[src/rtl/y86_pkg.sv]
// Shared Y86-64 definitions: instruction codes, fetch states
// and the instruction-length rules used by the fetch stage.
package y86_pkg;

  typedef enum logic [3:0] {
    IHALT   = 4'h0,
    INOP    = 4'h1,
    IRRMOVQ = 4'h2,
    IIRMOVQ = 4'h3,
    IRMMOVQ = 4'h4,
    IMRMOVQ = 4'h5,
    IOPQ    = 4'h6,
    IJXX    = 4'h7,
    ICALL   = 4'h8,
    IRET    = 4'h9,
    IPUSHQ  = 4'hA,
    IPOPQ   = 4'hB
  } icode_e;

  localparam logic [3:0] RNONE = 4'hF;

  typedef enum logic [2:0] {
    S_IDLE,
    S_FETCH_OP,
    S_FETCH_REG,
    S_FETCH_CONST,
    S_PRESENT,
    S_HALT,
    S_ERROR
  } fetch_state_e;

  function automatic logic has_regids(input logic [3:0] icode);
    case (icode)
      IRRMOVQ, IIRMOVQ, IRMMOVQ, IMRMOVQ,
      IOPQ, IPUSHQ, IPOPQ: return 1'b1;
      default: return 1'b0;
    endcase
  endfunction

  function automatic logic has_valc(input logic [3:0] icode);
    case (icode)
      IIRMOVQ, IRMMOVQ, IMRMOVQ,
      IJXX, ICALL: return 1'b1;
      default: return 1'b0;
    endcase
  endfunction

  // nb is the constant width in bytes
  function automatic logic [7:0] instr_len(
    input logic [3:0] icode,
    input int         nb
  );
    logic [7:0] len;
    len = 8'd1;
    if (has_regids(icode)) len = len + 8'd1;
    if (has_valc(icode)) len = len + 8'(nb);
    return len;
  endfunction

endpackage

[src/rtl/instruction_fetcher_if.sv]
// Memory read port and instruction handshake bundle
// between the fetch stage, instruction memory and decode.
interface instruction_fetcher_if #(
  parameter int WORD_W = 64,
  parameter int ADDR_W = 64
);
  logic              mem_rd;
  logic [ADDR_W-1:0] mem_addr;
  logic [7:0]        mem_data;
  logic              mem_ack;
  logic              instr_valid;
  logic              instr_ready;
  logic [3:0]        icode_out;
  logic [3:0]        ifun_out;
  logic [3:0]        ra_out;
  logic [3:0]        rb_out;
  logic [WORD_W-1:0] valc_out;
  logic [WORD_W-1:0] valp_out;

  modport master (
    output mem_rd, mem_addr,
    input  mem_data, mem_ack,
    output instr_valid,
    input  instr_ready,
    output icode_out, ifun_out, ra_out, rb_out,
    output valc_out, valp_out
  );

  modport slave (
    input  mem_rd, mem_addr,
    output mem_data, mem_ack,
    input  instr_valid,
    output instr_ready,
    input  icode_out, ifun_out, ra_out, rb_out,
    input  valc_out, valp_out
  );
endinterface

[src/rtl/y86_length_decode.sv]
// Combinational length class of an icode: legality,
// register-byte and constant presence, total byte length.
module y86_length_decode
  import y86_pkg::*;
#(
  parameter int WORD_W = 64
) (
  input  logic [3:0] icode_i,
  output logic       valid_o,
  output logic       need_regids_o,
  output logic       need_valc_o,
  output logic [7:0] length_o
);

  assign valid_o       = (icode_i <= IPOPQ);
  assign need_regids_o = has_regids(icode_i);
  assign need_valc_o   = has_valc(icode_i);
  assign length_o      = instr_len(icode_i, WORD_W / 8);

endmodule

[src/rtl/instruction_fetcher.sv]
// Byte-serial Y86-64 fetch: walks bytes from pc, builds
// icode/ifun/rA/rB/valC/valP and hands them to decode.
module instruction_fetcher
  import y86_pkg::*;
#(
  parameter int WORD_W = 64,
  parameter int ADDR_W = 64
) (
  input  logic                  clock,
  input  logic                  reset,
  input  logic                  start,
  input  logic [WORD_W-1:0]     start_pc,
  instruction_fetcher_if.master bus,
  output logic                  instr_error,
  output logic                  halted
);

  localparam int NB = WORD_W / 8;
  localparam int CW = (NB > 1) ? $clog2(NB) : 1;

  fetch_state_e      state_q, state_d;
  logic [WORD_W-1:0] pc_q, pc_d;
  logic [WORD_W-1:0] valc_q, valc_d;
  logic [WORD_W-1:0] valp_q, valp_d;
  logic [CW-1:0]     cnt_q, cnt_d;
  logic [3:0]        icode_q, icode_d;
  logic [3:0]        ifun_q, ifun_d;
  logic [3:0]        ra_q, ra_d;
  logic [3:0]        rb_q, rb_d;
  logic              rd_q, rd_d;
  logic [ADDR_W-1:0] addr_q, addr_d;
  logic [ADDR_W-1:0] off;
  logic              err_q, err_d;
  logic              halt_q, halt_d;

  logic [3:0] op_nib;
  logic       dec_valid;
  logic       dec_regids;
  logic       dec_valc;
  logic [7:0] dec_len;

  // The opcode byte is decoded as it arrives; afterwards the
  // latched icode drives the constant offset.
  assign op_nib = (state_q == S_FETCH_OP) ?
                  bus.mem_data[7:4] : icode_q;

  y86_length_decode #(.WORD_W(WORD_W)) u_len (
    .icode_i       (op_nib),
    .valid_o       (dec_valid),
    .need_regids_o (dec_regids),
    .need_valc_o   (dec_valc),
    .length_o      (dec_len)
  );

  // Next-state, assembly and registered request logic
  always_comb begin
    state_d = state_q;
    pc_d    = pc_q;
    cnt_d   = cnt_q;
    icode_d = icode_q;
    ifun_d  = ifun_q;
    ra_d    = ra_q;
    rb_d    = rb_q;
    valc_d  = valc_q;
    valp_d  = valp_q;
    rd_d    = rd_q;
    err_d   = err_q;
    halt_d  = halt_q;
    if (start) begin
      state_d = S_FETCH_OP;
      pc_d    = start_pc;
      cnt_d   = '0;
      rd_d    = 1'b0;
      err_d   = 1'b0;
      halt_d  = 1'b0;
    end else begin
      unique case (state_q)
        S_FETCH_OP: begin
          if (!rd_q) begin
            rd_d = 1'b1;
          end else if (bus.mem_ack) begin
            icode_d = bus.mem_data[7:4];
            ifun_d  = bus.mem_data[3:0];
            ra_d    = RNONE;
            rb_d    = RNONE;
            valc_d  = '0;
            valp_d  = pc_q + WORD_W'(dec_len);
            cnt_d   = '0;
            if (!dec_valid) begin
              state_d = S_ERROR;
              rd_d    = 1'b0;
              err_d   = 1'b1;
            end else if (dec_regids) begin
              state_d = S_FETCH_REG;
            end else if (dec_valc) begin
              state_d = S_FETCH_CONST;
            end else begin
              state_d = S_PRESENT;
              rd_d    = 1'b0;
            end
          end
        end
        S_FETCH_REG: begin
          if (!rd_q) begin
            rd_d = 1'b1;
          end else if (bus.mem_ack) begin
            ra_d = bus.mem_data[7:4];
            rb_d = bus.mem_data[3:0];
            if (dec_valc) begin
              state_d = S_FETCH_CONST;
            end else begin
              state_d = S_PRESENT;
              rd_d    = 1'b0;
            end
          end
        end
        S_FETCH_CONST: begin
          if (!rd_q) begin
            rd_d = 1'b1;
          end else if (bus.mem_ack) begin
            valc_d[{cnt_q, 3'b000} +: 8] = bus.mem_data;
            if (cnt_q == CW'(NB - 1)) begin
              state_d = S_PRESENT;
              rd_d    = 1'b0;
            end else begin
              cnt_d = cnt_q + CW'(1);
            end
          end
        end
        S_PRESENT: begin
          if (bus.instr_ready) begin
            pc_d = valp_q;
            if (icode_q == IHALT) begin
              state_d = S_HALT;
              halt_d  = 1'b1;
            end else begin
              state_d = S_FETCH_OP;
            end
          end
        end
        default: ;
      endcase
    end
    off = '0;
    if (state_d == S_FETCH_REG) begin
      off = ADDR_W'(1);
    end else if (state_d == S_FETCH_CONST) begin
      off = ADDR_W'(dec_regids ? 2 : 1) + ADDR_W'(cnt_d);
    end
    addr_d = rd_d ? (pc_d[ADDR_W-1:0] + off) : addr_q;
  end

  // State and datapath registers
  always_ff @(posedge clock or negedge reset) begin
    if (!reset) begin
      state_q <= S_IDLE;
      pc_q    <= '0;
      cnt_q   <= '0;
      icode_q <= 4'h0;
      ifun_q  <= 4'h0;
      ra_q    <= RNONE;
      rb_q    <= RNONE;
      valc_q  <= '0;
      valp_q  <= '0;
      rd_q    <= 1'b0;
      addr_q  <= '0;
      err_q   <= 1'b0;
      halt_q  <= 1'b0;
    end else begin
      state_q <= state_d;
      pc_q    <= pc_d;
      cnt_q   <= cnt_d;
      icode_q <= icode_d;
      ifun_q  <= ifun_d;
      ra_q    <= ra_d;
      rb_q    <= rb_d;
      valc_q  <= valc_d;
      valp_q  <= valp_d;
      rd_q    <= rd_d;
      addr_q  <= addr_d;
      err_q   <= err_d;
      halt_q  <= halt_d;
    end
  end

  assign bus.mem_rd      = rd_q;
  assign bus.mem_addr    = addr_q;
  assign bus.instr_valid = (state_q == S_PRESENT);
  assign bus.icode_out   = icode_q;
  assign bus.ifun_out    = ifun_q;
  assign bus.ra_out      = ra_q;
  assign bus.rb_out      = rb_q;
  assign bus.valc_out    = valc_q;
  assign bus.valp_out    = valp_q;
  assign instr_error     = err_q;
  assign halted          = halt_q;

endmodule
[src/flat_wrapper.sv]
// flat-port wrapper written by rule: the top's interface ports become plain ports
module instruction_fetcher_flat import y86_pkg::*;
#(
  parameter int WORD_W = 64,
  parameter int ADDR_W = 64
)
  (clock, reset, start, start_pc, instr_error, halted, bus_mem_rd, bus_mem_addr, bus_mem_data, bus_mem_ack, bus_instr_valid, bus_instr_ready, bus_icode_out, bus_ifun_out, bus_ra_out, bus_rb_out, bus_valc_out, bus_valp_out);
  instruction_fetcher_if #(.WORD_W(WORD_W), .ADDR_W(ADDR_W)) bus_i ();
  input  logic clock;
  input  logic reset;
  input  logic start;
  input  logic [WORD_W-1:0] start_pc;
  output logic instr_error;
  output logic halted;
  output wire logic [$bits(bus_i.mem_rd)-1:0] bus_mem_rd;
  output wire logic [$bits(bus_i.mem_addr)-1:0] bus_mem_addr;
  input wire logic [$bits(bus_i.mem_data)-1:0] bus_mem_data;
  input wire logic [$bits(bus_i.mem_ack)-1:0] bus_mem_ack;
  output wire logic [$bits(bus_i.instr_valid)-1:0] bus_instr_valid;
  input wire logic [$bits(bus_i.instr_ready)-1:0] bus_instr_ready;
  output wire logic [$bits(bus_i.icode_out)-1:0] bus_icode_out;
  output wire logic [$bits(bus_i.ifun_out)-1:0] bus_ifun_out;
  output wire logic [$bits(bus_i.ra_out)-1:0] bus_ra_out;
  output wire logic [$bits(bus_i.rb_out)-1:0] bus_rb_out;
  output wire logic [$bits(bus_i.valc_out)-1:0] bus_valc_out;
  output wire logic [$bits(bus_i.valp_out)-1:0] bus_valp_out;
  assign bus_mem_rd = bus_i.mem_rd;
  assign bus_mem_addr = bus_i.mem_addr;
  assign bus_i.mem_data = bus_mem_data;
  assign bus_i.mem_ack = bus_mem_ack;
  assign bus_instr_valid = bus_i.instr_valid;
  assign bus_i.instr_ready = bus_instr_ready;
  assign bus_icode_out = bus_i.icode_out;
  assign bus_ifun_out = bus_i.ifun_out;
  assign bus_ra_out = bus_i.ra_out;
  assign bus_rb_out = bus_i.rb_out;
  assign bus_valc_out = bus_i.valc_out;
  assign bus_valp_out = bus_i.valp_out;
  instruction_fetcher #(.WORD_W(WORD_W), .ADDR_W(ADDR_W)) u_core (.clock(clock), .reset(reset), .start(start), .start_pc(start_pc), .bus(bus_i), .instr_error(instr_error), .halted(halted));
endmodule
[config.mk]
export PLATFORM = sky130hd
export DESIGN_NAME = instruction_fetcher_flat
export DESIGN_NICKNAME = d
export VERILOG_FILES = /design/src/rtl/y86_pkg.sv /design/src/rtl/instruction_fetcher_if.sv /design/src/rtl/y86_length_decode.sv /design/src/rtl/instruction_fetcher.sv /design/src/flat_wrapper.sv
export SDC_FILE = /design/constraint.sdc
export NUM_CORES = 1
export LEC_CHECK = 0
export CORE_ASPECT_RATIO = 2
export CORE_MARGIN = 2
export CORE_UTILIZATION = 47
export DETAILED_ROUTE_END_ITERATION = 6
export PLACE_DENSITY = 0.78
export SETUP_SLACK_MARGIN = 0.3
export SLEW_MARGIN = 20
export SYNTH_ARGS = -nofsm -noshare
export SYNTH_HDL_FRONTEND = slang
export SYNTH_SLANG_ARGS = --single-unit
export TNS_END_PERCENT = 10
[constraint.sdc]
create_clock -name clock -period 5.2 [get_ports clock]
set_clock_uncertainty 0.1 [all_clocks]
set_input_delay 1.04 -clock clock [delete_from_list [all_inputs] [get_ports clock]]
set_output_delay 1.04 -clock clock [all_outputs]
set_load 0.02 [all_outputs]
# Word-level counts from Yosys, hierarchy flattened
# Cells that the tools add are included.
[totals]
elab_cells = 129
output_inout_bits = 212
regBits = 281
[op_classes]
bitwise_logic = 1
n_addsub = 6
n_shift = 2
magnitude_cmp = 1
n_mux = 67
n_eq_ne = 23
n_reduce_logical = 16
[ops]
columns = ["cell", "n"]
rows = [
  ["$mux 64", 9],
  ["$pmux 64 s2", 1],
  ["$add 64x3->64", 1],
  ["$add 64x64->64", 1],
  ["$add 64x8->64", 1],
  ["$bwmux 64", 1],
  ["$shift 8x8->64 const A", 1],
  ["$shiftx 8x8->64", 1],
  ["$mux 3", 19],
  ["$mux 4", 7],
  ["$mux 1", 22],
  ["$eq 4x3->1 const B", 4],
  ["$pmux 4 s2", 2],
  ["$reduce_bool 2->1", 8],
  ["$eq 3x2->1 const B", 4],
  ["$eq 4x4->1 const B", 3],
  ["$pmux 3 s4", 1],
  ["$reduce_and 6->1", 2],
  ["$add 8x4->8 const B", 1],
  ["$eq 4x2->1 const B", 2],
  ["$mux 8", 1],
  ["$ne 2x2->1 const B", 4],
  ["$neg 6->8", 1],
  ["$reduce_and 4->1", 2],
  ["other kinds (13)", 17],
]

# Depth between registers and ports, before layout
# Gate-level depths: netlist of run 1.
[logic_depth]
depth_word = 16
ltp_mapped = 24

# Modules after synthesis
# A second synthesis of run 1 with hierarchy kept.
[unflattened]
cells_unflattened = 1628
area_unflattened_um2 = 14670.3
[modules_own_cells]
columns = ["mod", "cells_each", "instances", "area_each_um2", "seq_area_each_um2"]
rows = [
  ["instruction_fetcher", 1613, 1, 14559.0, 7041.8],
  ["y86_length_decode", 15, 1, 111.4, 0.0],
]

# Worst setup path after synthesis of run 1
# OpenSTA, ideal clock, no wires.
[synth_path]
kind = "input to register"
start = "input port start"
end = "register u_core.addr_q[57], in the netlist u_core.bus.mem_addr[57]"
setup_slack_ps = -1007
arrival_ps = 5983
path_buffers = 9
path_stages = 23
setup_time_ps = 124
path_cell_list = "buf_2 > clkbuf_1 > buf_2 > buf_2 > clkbuf_1 > clkbuf_1 > buf_1 > clkbuf_1 > nor2_1 > ha_1 > ha_1 > a21oi_1 > xor2_1 > nor3_1 > ha_1 > a21boi_0 > a311oi_1 > and3_1 > buf_2 > nand3_1 > or4_1 > and3_1 > a211o_1"
[synth_via]
elab_chain_cells = 5
word_cells_on_any_way = 10
cone_classes = "2 x add/sub; 2 x eq/ne; 6 x mux"
[synth_rtl]
columns = ["element", "line_no", "rtl"]
rows = [
  ["start: declaration", "flat_wrapper.sv:11", "input logic start;"],
  ["$mux 3", "instruction_fetcher.sv:69", "if (start) begin"],
  ["named net u_core.cnt_d[0]", "instruction_fetcher.sv:25", "logic [CW-1:0] cnt_q, cnt_d;"],
  ["$add 64x3->64", "instruction_fetcher.sv:148", "off = ADDR_W'(dec_regids ? 2 : 1) + ADDR_W'(cnt_d);"],
  ["$mux 64", "instruction_fetcher.sv:147", "end else if (state_d == S_FETCH_CONST) begin"],
  ["$mux 64", "instruction_fetcher.sv:145", "if (state_d == S_FETCH_REG) begin"],
  ["$add 64x64->64", "instruction_fetcher.sv:150", "addr_d = rd_d ? (pc_d[ADDR_W-1:0] + off) : addr_q;"],
  ["end signal: assignment", "instruction_fetcher.sv:180", "addr_q <= addr_d;"],
  ["end: declaration", "instruction_fetcher.sv:31", "logic [ADDR_W-1:0] addr_q, addr_d;"],
]
# The timed path passes the listed nets, and every way through them passes these cells.
# A chain may end at the register's enable or synchronous reset.

# Worst setup path in the final report of run 1
[layout_path]
start = "input port bus_mem_data[6]"
end = "register u_core.addr_q[57], in the netlist u_core.bus.mem_addr[57]"
[layout_via]
elab_chain_cells = 15
word_cells_on_any_way = 40
cone_classes = "2 x add/sub; 1 x order compare; 11 x eq/ne; 24 x mux; 2 x reduce/logical"
[layout_rtl]
columns = ["element", "line_no", "rtl"]
rows = [
  ["start: declaration", "flat_wrapper.sv:17", "input wire logic [$bits(bus_i.mem_data)-1:0] bus_mem_data;"],
  ["$mux 4 *", "instruction_fetcher.sv:44", "assign op_nib = (state_q == S_FETCH_OP) ?"],
  ["parallel branches: the longest is 14 deep, another holds $add 64x3->64", "--", ""],
]
# Every way passes the cells marked *.

==> metrics.log, run 1 <==
[metrics] placed instance count: between 2000 and 2500
[metrics] total vias in the final route: between 10000 and 15000
[metrics] P_leak: a little under 8 nW
[metrics] leading cell type in the layout, fill and taps excluded: nand2_1
[metrics] number of pins exceeding their max-slew limit in the final report: 0
[metrics] Worst Max-Slew Pin Slew: around 1.1 ns
[metrics] cell count after synthesis: approximately 1600
[metrics] number of non-filler instances in the completed layout: ~2300
[metrics] sequential cell area fraction in the yosys report: 0.488
[metrics] CTS H-tree lvls: 1
[metrics] switching power of the nets: 3.67 mW
[metrics] floorplan die area: about 32000 sq um
[metrics] HP Class: register to register
[metrics] sort of element at the end of the critical path: register
[metrics] Total Nets Final: between 1500 and 2000
[metrics] clock tree from TritonCTS: built
[metrics] status: complete, no violations
[metrics] clock network fraction of design power: 0.212
[metrics] final hold viol count: 0
[metrics] min Tclk post-route: just under 5 ns
[metrics] power density normalized to cell area: between 400 and 500 nW/um^2
[metrics] Via-to-Cell Ratio: 5.76
[metrics] vertical die dimension: around 250 um
[metrics] Maximum Capacitance Violations: 0
[metrics] fraction of layout cells with a size suffix above 1: 0.101
[metrics] instance area after placement: between 15000 and 20000 sq um
[metrics] nature of the critical path startpoint: primary input
[metrics] endpoint arrival time on the critical path: roughly 5.1 ns
[metrics] unrepaired setup endpoints after global routing: true
[metrics] startpoint-to-endpoint class of the critical path: primary input to register
[metrics] Detail Route Antenna Nets: 0
[metrics] final number of setup-violating endpoints: 0
[metrics] DRC viols: 0
[metrics] width of the die: between 100 and 150 um
[metrics] synthesis-stage register bit count: ~280
[metrics] WL final: slightly below 50000 um
[metrics] Post-Syn Area per Cell: 9.09 sq um
[metrics] combinational power share: 0.420
[metrics] nets in the synthesized netlist: between 1500 and 2000
[metrics] wire length of the first global-routing pass: between 70000 and 80000 um
[metrics] Worst-path clk slew: roughly 0.070 ns
[metrics] pre-CTS setup slack: -0.463 ns
[metrics] Remaining Overflow, GRT: 0
[metrics] total power after layout: slightly above 9 mW
[metrics] worst-case clock buffer depth: 3
[metrics] largest net degree at the start of global routing: 127
[metrics] required arrival time at the worst endpoint: 5.53 ns
[metrics] sum of negative setup slack: 0 ns
[metrics] Int Power: ~5.5 mW
[metrics] leading cell types by total area after synthesis: dfrtp_1, nand2_1, o21ai_0
[metrics] share of the synthesized area in the top cell type: 0.474
[metrics] number of flops mapped to enable cells by yosys: 0
[metrics] Final Util: 0.636
[metrics] Num CTS Buffers: 26
[metrics] DPL Wire Length: around 36000 um
[metrics] net switching share of the total power: 0.398
[metrics] Core Area: 30200 sq um
[metrics] I/O Pins: 289
[metrics] worst path setup slack after routing: 0.391 ns
[metrics] proportion of power drawn by flip-flops and latches: 0.368
[metrics] placer's final routability congestion estimate: 0.935
[metrics] layout-stage area growth over the synthesis result: 33.2%
[metrics] top_reg_cell synth: dfrtp_1
[metrics] post-route design area: between 15000 and 20000 sq um
[metrics] number of search-and-repair iterations in the first detailed-routing pass: 5
[metrics] timing-limited maximum frequency: between 0.2 and 0.25 GHz
[metrics] drt wl/cell: 21.0 um
[metrics] number of antenna violations at the first check in global routing: 2
[metrics] max-slew headroom at the worst pin: 0.282
[metrics] number of global-route vias before repair: 13500
[metrics] clock sink total: ~280
[metrics] distinct cell type count after synthesis: 68
[metrics] Port-buffer cells: 288
[metrics] async set-or-reset flop fraction in the synthesized netlist: 1.00
[metrics] total global routing track utilization: 0.295
[metrics] area leader, netlist: dfrtp_1
[metrics] maximum fanout count along the critical path: 9
[metrics] maximum vdd ir drop: 345 uV
[metrics] initial detailed-routing violation count: between 700 and 800
[metrics] clock insertion delay at the later pin of the skew report: around 0.56 ns
[metrics] worst hold margin: 0.376 ns
[metrics] Yosys warnings: 0
[metrics] row count: 90
[metrics] clock root buffer: clkbuf_16
[metrics] hold_buf cts: 0
[metrics] final cycle utilization of the critical path: 0.925
[metrics] Mapped Area: about 14000 sq um
[metrics] most frequent cells in the layout: nand2_1, clkdlybuf4s50_1, dfrtp_1
[metrics] starting density of the core: 0.478
power by group through the flow:
stage	clock, mW	sequential [mW]	combinational [mW]
after floorplan	0	3.93	1.31
after global placement	0	3.40	3.76
after detailed placement	0	3.41	3.84
after CTS	1.98	3.38	3.85
after global routing	2.06	3.45	4.17
final	1.95	3.39	3.87
what timing repair did:
item / CTS / global route
setup endpoints to repair: 32 / 33
cloned: 0 / 0
buffers inserted: 0 / 5
gates resized for setup: 8 / 25
pin swaps: 1 / 7
registers in the layout, indices dropped and copies added, names as in the netlist, 3 cells and up:
name,cells
u_core.cnt_q,3
u_core.bus.mem_addr,64
u_core.bus.ra_out,4
u_core.bus.valp_out,64
u_core.state_q,3
u_core.bus.icode_out,4
u_core.bus.ifun_out,4
u_core.pc_q,64
u_core.bus.rb_out,4
u_core.bus.valc_out,64
cell usage after synthesis (all sizes together), types with 3 or more instances:
cell	number
a211o	5
a211oi	3
a21oi	31
a22o	16
a31oi	8
and2	17
and3	25
and4	9
buf	28
clkbuf	59
dfrtp	273
dfstp	8
ha	11
inv	33
mux2	7
mux2i	75
nand2	339
nand2b	11
nand3	66
nand3b	3
nand4	33
nor2	83
nor2b	7
nor3	30
nor3b	7
nor4	25
o21a	7
o21ai	214
o31ai	4
or3	3
or3b	3
xnor2	59
xor2	58
routing by layer:
layer | share of wire | global-route usage | up-vias
li1 | - | - | 6088
met5 | 0.00023 | 0 | -
met1 | 0.33 | 0.298 | 6346
met3 | 0.056 | 0.0433 | 198
met2 | 0.52 | 0.536 | 567
met4 | 0.088 | 0.228 | 2
final cells by class:
class	instances	area [sq um]
clock buffer	33	718
clock inverter	15	138
inverter	33	124
fill	2476	11000
timing repair buffer	374	3600
antenna	1	2.50
tap	368	460
multi-input combinational	1185	7120
sequential	281	7040
path summary, 6_finish.rpt:
| path | start | end | slack (ns) | depth (start not counted) |
|---|---|---|---|---|
| min in group asynchronous | reset | u_core.bus.valc_out[11] | 0.39 | 1 |
| min reg2reg | u_core.bus.mem_addr[10] | u_core.bus.mem_addr[10] | 0.38 | 2 |
| max | bus_mem_data[6] | u_core.bus.mem_addr[57] | 0.39 | 20 |
| max in group asynchronous | reset | u_core.bus.valp_out[63] | 3.54 | 2 |
| min | u_core.bus.mem_addr[10] | u_core.bus.mem_addr[10] | 0.38 | 2 |
| max reg2reg | u_core.cnt_q[0] | u_core.bus.mem_addr[57] | 0.56 | 19 |
worst max-delay path, stage by stage:
cell and delay [ns]:
clkdlybuf4s50_1 0.52, buf_6 0.16, nor2b_1 0.08, a211oi_2 0.22, nor2b_1 0.07, or3_1 0.31
a211o_1 0.32, nand2_1 0.11, nor2_1 0.07, and2_1 0.17, ha_1 0.26, a21o_1 0.15
a21boi_2 0.07, a311oi_2 0.27, and3_1 0.19, buf_4 0.16, nand3_4 0.11, or4_4 0.43
and3_1 0.18, a211o_1 0.23
kinds of logic after synthesis:
family	after synthesis	share of synthesized area
adder cells (fa/ha/maj)	13	0.0116
AND/OR/NAND/NOR	668	0.215
buffers and inverters	120	0.0364
XOR/XNOR	117	0.0711
multiplexers	82	0.0575
flip-flops	281	0.488
AO/OA/AOI/OAI	305	0.120
Power figures use the tool's default switching activity.
==> run 2, diff against run 1 <==
--- a/config.mk
+++ b/config.mk
@@ -5,13 +5,14 @@
 export SDC_FILE = /design/constraint.sdc
 export NUM_CORES = 1
 export LEC_CHECK = 0
+export CAP_MARGIN = 20
 export CORE_ASPECT_RATIO = 2
 export CORE_MARGIN = 2
 export CORE_UTILIZATION = 47
 export DETAILED_ROUTE_END_ITERATION = 6
 export PLACE_DENSITY = 0.78
 export SETUP_SLACK_MARGIN = 0.3
-export SLEW_MARGIN = 20
+export SLEW_MARGIN = 10
 export SYNTH_ARGS = -nofsm -noshare
 export SYNTH_HDL_FRONTEND = slang
 export SYNTH_SLANG_ARGS = --single-unit
==> metrics.log, run 2 (synthesis gave the netlist of run 1 again) <==
[metrics] pre-CTS setup slack: -0.457 ns (+0.00588 ns)
[metrics] leading cell type in the layout, fill and taps excluded: nand2_1
[metrics] maximum vdd ir drop: 326 uV (-5.3%)
[metrics] count of buffer and inverter cells on the critical path: 3 (unchanged)
[metrics] instance area after placement: 18200 sq um (about the same)
[metrics] total vias in the final route: 13200 (+0.17%)
[metrics] Num CTS Buffers: 27 (+3.8%)
[metrics] worst path setup slack after routing: 0.387 ns (-0.00430 ns)
[metrics] placer's final routability congestion estimate: 0.935 (unchanged)
[metrics] min Tclk post-route: 4.81 ns (+0.00430 ns)
[metrics] HP Class: register to register
[metrics] slowest stage cell on the critical path: clkdlybuf4s50_1
[metrics] clock root buffer: clkbuf_16
[metrics] row count: 90 (unchanged)
[metrics] drt wl/cell: 21.0 um (about the same)
[metrics] DPL Wire Length: 35900 um (+0.13%)
[metrics] status: complete, no violations
[metrics] WL final: 48100 um (about the same)
[metrics] max-slew headroom at the worst pin: 0.289 (+0.00629)
[metrics] most frequent cells in the layout: nand2_1, clkdlybuf4s50_1, dfrtp_1
[metrics] number of search-and-repair iterations in the first detailed-routing pass: 7 (+2)
[metrics] clock sink total: 281 (unchanged)
[metrics] family with the most delay on the worst path: simple AND/OR/NAND/NOR gates
[metrics] floorplan die area: 32200 sq um (unchanged)
[metrics] clock tree from TritonCTS: built
[metrics] CTS H-tree lvls: 1 (unchanged)
[metrics] clock insertion delay at the later pin of the skew report: 0.55 ns (about the same)
[metrics] unrepaired setup endpoints after global routing: true
[metrics] peak per-stage delay on the critical path: 0.52 ns (about the same)
[metrics] worst-case clock buffer depth: 3 (unchanged)
[metrics] ordered list of cells on the worst path: clkdlybuf4s50_1 > buf_6 > nor2b_1 > a211oi_2 > nor2b_1 > or3_1 > a211o_1 > nand2_1 > nor2_1 > and2_1 > ha_1 > a21o_1 > a21boi_2 > a311oi_2 > and3_1 > buf_6 > nand3_4 > or4_4 > and3_1 > a211o_1
[metrics] maximum fanout count along the critical path: 7 (-2)
[metrics] Remaining Overflow, GRT: 0 (unchanged)
[metrics] Total Nets Final: 1992 (+0.10%)
[metrics] timing-limited maximum frequency: 0.208 GHz (about the same)
[metrics] number of global-route vias before repair: 13600 (+0.18%)
[metrics] width of the die: 128 um (unchanged)
[metrics] required arrival time at the worst endpoint: 5.53 ns (about the same)
[metrics] endpoint arrival time on the critical path: 5.14 ns (about the same)
[metrics] layout-stage area growth over the synthesis result: 33.5%
[metrics] number of pins exceeding their max-slew limit in the final report: 0 (unchanged)
[metrics] fraction of layout cells with a size suffix above 1: 0.0993 (-0.00167)
[metrics] DRC viols: 0 (unchanged)
[metrics] final cycle utilization of the critical path: 0.926 (about the same)
[metrics] power density normalized to cell area: 486 nW/um^2 (+1.3%)
[metrics] sort of element at the end of the critical path: register
[metrics] Port-buffer cells: 288 (unchanged)
[metrics] wire length of the first global-routing pass: 74000 um (+0.36%)
[metrics] starting density of the core: 0.478 (unchanged)
[metrics] I/O Pins: 289 (unchanged)
[metrics] hold_buf cts: 0 (unchanged)
[metrics] sum of negative setup slack: 0 ns (unchanged)
[metrics] total power after layout: 9.35 mW (+1.5%)
[metrics] post-route design area: 19200 sq um (+0.18%)
[metrics] number of antenna violations at the first check in global routing: 1 (-1)
[metrics] Maximum Capacitance Violations: 0 (unchanged)
[metrics] Worst Max-Slew Pin Slew: 1.06 ns (-0.00939 ns)
[metrics] Core Area: 30200 sq um (unchanged)
[metrics] nature of the critical path startpoint: primary input
[metrics] P_leak: 7.95 nW (about the same)
[metrics] Via-to-Cell Ratio: 5.77 (about the same)
[metrics] initial detailed-routing violation count: 878 (+15%)
[metrics] startpoint-to-endpoint class of the critical path: primary input to register
[metrics] total global routing track utilization: 0.296 (+0.000773)
[metrics] largest net degree at the start of global routing: 127 (unchanged)
[metrics] vertical die dimension: 252 um (unchanged)
[metrics] placed instance count: 2237 (+0.045%)
[metrics] final number of setup-violating endpoints: 0 (unchanged)
[metrics] Detail Route Antenna Nets: 0 (unchanged)
[metrics] final hold viol count: 0 (unchanged)
[metrics] Worst-path clk slew: 0.07 ns (about the same)
[metrics] number of non-filler instances in the completed layout: 2292 (+0.087%)
## run 2: worst reg2reg max path: stages, from the launching register on
cell      delay (ns)
dfrtp_1         0.41
nor3b_1         0.47
o21ai_0         0.21
o32a_1          0.26
or3_1           0.37
a211o_1         0.32
nand2_1         0.11
nor2_1          0.07
and2_1          0.17
ha_1            0.26
a21o_1          0.15
a21boi_2        0.07
a311oi_2        0.24
and3_1          0.23
buf_6           0.14
nand3_4         0.10
or4_4           0.43
and3_1          0.18
a211o_1         0.23
## run 2: final cells by class
| type | count | area (sq um) |
|---|---|---|
| clock inverters | 20 | 240 |
| flip-flops and latches | 281 | 7040 |
| fillers | 2503 | 10900 |
| diodes | 1 | 2.50 |
| inverters | 33 | 124 |
| repair buffers | 375 | 3610 |
| well taps | 368 | 460 |
| multi-input cells | 1185 | 7070 |
| clock buffers | 29 | 693 |
## run 2: report_power, final
group	switching (mW)	total [mW]	internal (mW)
clock	0.914	2.09	1.18
sequential	0.567	3.39	2.82
combinational	2.23	3.87	1.64
total	3.71	9.35	5.64
## run 2: worst paths after layout
kind	from	to	slack (ns)	depth (start not counted)
setup / recovery	bus_mem_data[6]	u_core.bus.mem_addr[57]	0.39	20
hold reg to reg	u_core.bus.mem_addr[10]	u_core.bus.mem_addr[10]	0.37	2
max in group asynchronous	reset	u_core.pc_q[61]	3.56	2
hold / removal	u_core.bus.mem_addr[10]	u_core.bus.mem_addr[10]	0.37	2
min in group asynchronous	reset	u_core.bus.valc_out[11]	0.40	1
setup reg to reg	u_core.state_q[1]	u_core.bus.mem_addr[57]	0.58	18
## run 2: per-layer routing
layer,up-vias,GRT usage,share of wire,routed length [um]
met3,203,0.0386,0.052,2520
met2,549,0.532,0.53,25300
met1,6373,0.305,0.34,16200
li1,6099,-,-,-
met5,-,0,0,0
met4,0,0.231,0.085,4090
## run 2: per-stage QoR
step | hold WS (ns) | utilization
floorplan | 0.432 | -
global placement | 0.355 | 0.602
detailed placement | 0.363 | 0.602
CTS | 0.379 | 0.634
global route | 0.407 | 0.638
finish | 0.372 | 0.638
## run 2: repair_timing
item / in CTS / in global routing
buffers inserted: 1 / 4
pin swaps: 2 / 8
setup endpoints to repair: 42 / 46
gates resized for setup: 7 / 19
